`src/rtl/mod_exp.sv`:
```
// rtl/mod_exp.sv - modular exponentiation engine, RESULT = M^E mod N
//
// Right-to-left square-and-multiply around one bit-serial interleaved
// (Blakley) modular multiplier that consumes one bit of A per cycle, MSB first.
//
// Ports:
//   CLK     in   system clock, all state changes on the rising edge
//   RESET   in   synchronous active-high reset, abandons any job
//   GO      in   start request, level-sampled in IDLE only
//   M       in   BITS  base, any value (reduced by the PRE multiply)
//   E       in   BITS  exponent
//   N       in   BITS  modulus
//   RESULT  out  BITS  M^E mod N, valid while DONE=1, held otherwise
//   DONE    out  high in DONE state
//   BUSY    out  high while a multiply sequence is running
module mod_exp #(
  parameter int BITS = 128
) (
  input  logic            CLK,
  input  logic            RESET,
  input  logic            GO,
  input  logic [BITS-1:0] M,
  input  logic [BITS-1:0] E,
  input  logic [BITS-1:0] N,
  output logic [BITS-1:0] RESULT,
  output logic            DONE,
  output logic            BUSY
);

  localparam int CW = (BITS > 1) ? $clog2(BITS) : 1;

  localparam logic [2:0] S_IDLE  = 3'd0;
  localparam logic [2:0] S_PRE   = 3'd1;
  localparam logic [2:0] S_MUL_R = 3'd2;
  localparam logic [2:0] S_MUL_B = 3'd3;
  localparam logic [2:0] S_DONE  = 3'd4;

  logic [2:0]      state;
  logic [BITS-1:0] ereg, nreg, areg, r, bm;
  logic [BITS+1:0] p;
  logic [CW-1:0]   cnt;

  logic [BITS-1:0] a_op, b_op, prod, e_next;
  logic            a_bit, last;
  logic [BITS+1:0] p2, p_next, n_ext, n2;

  // One multiply step. P < N holds on entry, so 2P + Bop < 3N and at most
  // one of the two subtractions is needed to bring the sum back below N.
  always_comb begin
    a_op = bm;
    b_op = bm;
    case (state)
      S_PRE:   begin a_op = areg; b_op = BITS'(1); end
      S_MUL_R: a_op = r;
      default: ;
    endcase
    a_bit = a_op[cnt];
    n_ext = {2'b00, nreg};
    n2    = n_ext << 1;
    p2    = (p << 1) + (a_bit ? {2'b00, b_op} : '0);
    if (p2 >= n2)
      p_next = p2 - n2;
    else if (p2 >= n_ext)
      p_next = p2 - n_ext;
    else
      p_next = p2;
    prod   = p_next[BITS-1:0];
    last   = (cnt == '0);
    // A squaring consumes one exponent bit; the R multiply does not.
    e_next = (state == S_MUL_B) ? (ereg >> 1) : ereg;
  end

  always_ff @(posedge CLK) begin
    if (RESET) begin
      state  <= S_IDLE;
      RESULT <= '0;
      ereg   <= '0;
      nreg   <= '0;
      areg   <= '0;
      r      <= '0;
      bm     <= '0;
      p      <= '0;
      cnt    <= '0;
    end else begin
      case (state)
        S_IDLE: begin
          if (GO) begin
            ereg  <= E;
            nreg  <= N;
            areg  <= M;
            r     <= BITS'(1);
            bm    <= BITS'(1);
            p     <= '0;
            cnt   <= CW'(BITS-1);
            state <= S_PRE;
          end
        end
        S_PRE, S_MUL_R, S_MUL_B: begin
          if (state == S_PRE && nreg[BITS-1:1] == '0) begin
            // Modulus 0 or 1: everything reduces to 0, skip the arithmetic.
            RESULT <= '0;
            state  <= S_DONE;
          end else if (!last) begin
            p   <= p_next;
            cnt <= cnt - CW'(1);
          end else begin
            p    <= '0;
            cnt  <= CW'(BITS-1);
            ereg <= e_next;
            if (state == S_MUL_R) begin
              r <= prod;
              if (e_next[BITS-1:1] != '0)
                state <= S_MUL_B;
              else begin
                RESULT <= prod;
                state  <= S_DONE;
              end
            end else begin
              bm <= prod;
              if (e_next[0])
                state <= S_MUL_R;
              else if (e_next[BITS-1:1] != '0)
                state <= S_MUL_B;
              else begin
                // No bits left to multiply in: R already holds the answer.
                RESULT <= r;
                state  <= S_DONE;
              end
            end
          end
        end
        S_DONE: begin
          if (!GO)
            state <= S_IDLE;
        end
        default: state <= S_IDLE;
      endcase
    end
  end

  assign DONE = (state == S_DONE);
  assign BUSY = (state == S_PRE) || (state == S_MUL_R) || (state == S_MUL_B);

endmodule
```
`config.mk`:
```
export PLATFORM = sky130hd
export DESIGN_NAME = mod_exp
export DESIGN_NICKNAME = d
export VERILOG_FILES = /design/src/rtl/mod_exp.sv
export SDC_FILE = /design/constraint.sdc
export NUM_CORES = 2
export LEC_CHECK = 0
export CAP_MARGIN = 0
export CORE_MARGIN = 2
export CORE_UTILIZATION = 48
export CTS_BUF_LIST = sky130_fd_sc_hd__clkbuf_16
export DETAILED_ROUTE_END_ITERATION = 6
export HOLD_SLACK_MARGIN = 0.03
export MAX_ROUTING_LAYER = met4
export PLACE_DENSITY = 0.68
export SLEW_MARGIN = 30
export SYNTH_ARGS = -nofsm -noshare
export SYNTH_HDL_FRONTEND = slang
export SYNTH_SLANG_ARGS = --single-unit
```
`constraint.sdc`:
```
create_clock -name CLK -period 11.27 [get_ports CLK]
set_input_delay 3.381 -clock CLK [delete_from_list [all_inputs] [get_ports CLK]]
set_output_delay 3.381 -clock CLK [all_outputs]
set_load 0.03 [all_outputs]
```
==> metrics.cfg <==
[run]
timing.max_cap.violations=0

[placement]
place_congestion=1.094
dp_hpwl_um=255700
pre_cts_slack_ns=-0.2746
portBuffers=516

[clock_tree]
clock-sinks=907
cts_hold_buf=0
clkTransAtPathRegs_ns=0.06
clock_latency_ns=0.76
cts_tree=yes
cts_max_level=3
cts_buffers=93
cts_root_buffer=clkbuf_16
clockBufferDepth=3

[setup_path]
path_class=register to register
cp_max_fo=22
critPathMaxStageDelay_ns=0.57
crit_path_frequent_cell=buf_4
cp-start-kind=register
slowest_stage=mux2i_2
worstPathArrival_ns=11.62
critical_path_required_ns=11.87
end_kind=register

[floorplan]
chipWidth_um=370.5
initial_utilization=0.4830
die_area_um2=137200
die_h_um=370.5
num_io_pins=517
core-area_um2=133500
row_count=134

[final_layout]
nets=10430
fillCellCount=12380
drive_above_1_share=0.1446
area_delta_synth_final_pct=25.64

[worst_hold_path]
holdCritPathClass=register to register

[yosys]
ys.flop_type=dfxtp_1
synth.distinct_cells=103
yosysTopAreaCell=dfxtp_1
yosys.cell_count.top_type=nand2_1
synthTopCellsByCount=nand2_1, dfxtp_1, a21oi_1
synth_top_family_by_area=compound AO/OA/AOI/OAI gates
async_flop_share=0
synth_compound_area_frac=0.2990
ys_seq_area_frac=0.2817
synth_adder_area_share=0.07566
syn-cell-area_um2=64460
synthSimpleGateAreaFrac=0.2016
syn_inst=8607
synthXorXnorAreaFrac=0.04864
synth-seq-cells=907
synth_top_area_frac=0.2817
syn_area_per_cell_um2=7.490
synth_mux_area_frac=0.04004
synth_edf_count=0
synth_nets=9382
ys_top_cells_by_area=dfxtp_1, nand2_1, ha_1
yosysWarnings=0

[grt]
grt_max_degree=171
antenna_found_initial=20
grt.overflow.total=0
grt_pass1_wl_um=454200
grt_pass1_vias=70710
grt_usage=0.4566

[sta]
period_needed_ns=11.02
max_freq_ghz=0.09075
finalCritPeriodShare=0.9778
finalSetupTns_ns=0
clock_skew_ns=0.02824
setup_viol=0
hold_viol=0
setup_slack_ns=0.2503
slew-limit-headroom=0.2293
drv_slew=0
worst_slew_pin_slew_ns=1.156

[drt]
drt_first_pass_iters=7
vias=74150
viasPerCell=6.438
wl_um=318100
drc=0
drt-initial-drc-count=8781
ant_nets=0
wl_per_cell_um=27.61

[run_status]
outcome=completed

## path summary, 6_finish.rpt
kind,startpoint,end,slack (ns),depth (start not counted)
max,cnt[0]$_SDFFE_PP0P_,bm[20]$_SDFFE_PP0P_,0.25,44
min,RESULT[22]$_SDFFE_PP0P_,RESULT[22]$_SDFFE_PP0P_,0.45,2
max reg2reg,cnt[0]$_SDFFE_PP0P_,bm[20]$_SDFFE_PP0P_,0.25,44
min reg2reg,RESULT[22]$_SDFFE_PP0P_,RESULT[22]$_SDFFE_PP0P_,0.45,2
## through the flow
step / instances / utilization / hold WS, ns / instance area, um^2
after detailed placement: 11310 / 0.5824 / 0.4396 / 77720
after global routing: 11510 / 0.6068 / 0.4749 / 80980
after global placement: 11300 / 0.5810 / 0.4402 / 77540
final: 11520 / 0.6069 / 0.4459 / 80990
after floorplan: 8607 / - / 0.4198 / 64460
after CTS: 11490 / 0.6046 / 0.4491 / 80690
## cell usage in the layout, fill, tap and decap left out, drive strengths merged, types with 137 or more instances in the layout
master / count
a22o: 201
nor2: 556
ha: 385
a21o: 182
buf: 1034
o21ai: 695
nand2: 1367
xnor2: 205
nand4: 180
xor2: 153
clkdlybuf4s50: 515
o22ai: 137
a21oi: 931
dfxtp: 907
a211oi: 193
inv: 291
and3: 166
## metal layers
layer / share of wire / global-route usage / vias up
met4: 0.11 / 0.3882 / 0
met1: 0.35 / 0.4955 / 34900
met3: 0.094 / 0.09698 / 1315
met5: 0 / - / -
li1: - / - / 33590
met2: 0.45 / 0.7136 / 4345
## what timing repair did
item / 4_1_cts / 5_1_grt
pin swaps: 1 / 2
cloned: 0 / 1
setup buffers: 4 / 12
resized for setup: 5 / 32
setup endpoints to repair: 218 / 513
## sequential cells by signal, summed over array words and instances, names as in the netlist
register  count
nreg        128
cnt           7
RESULT      128
areg        128
state         3
p           129
r           128
ereg        128
bm          128
## critical path: cells and delay by family (launching register included)
family / cells / cell delay, ns
AOI/OAI and AO/OA: 13 / 3.65
DFF: 1 / 0.53
muxes: 2 / 0.90
buffers and inverters: 9 / 1.49
and+or+nand+nor: 18 / 3.68
adders and majority gates: 2 / 0.56
## cell type report
| class | count | area, um^2 | share of cell area |
|---|---|---|---|
| Multi-Input combinational cell | 6834 | 43210 | 0.5335 |
| Clock buffer | 95 | 2377 | 0.02935 |
| Sequential cell | 907 | 18170 | 0.2243 |
| Timing Repair Buffer | 1551 | 13430 | 0.1658 |
| Inverter | 268 | 1008 | 0.01245 |
| Clock inverter | 76 | 540.5 | 0.006674 |
| Tap cell | 1768 | 2212 | 0.02731 |
| Antenna cell | 19 | 47.55 | 0.0005871 |
## kinds of logic after synthesis
family,after synthesis
fa+ha+maj,388
flops,907
mux,202
compound gates,3027
buf+inv,866
simple gates,2859
xor+xnor,358
Power is left out: the tool's default activity adds up to more than one toggle a clock period on the data nets, which glitch-free logic cannot reach.
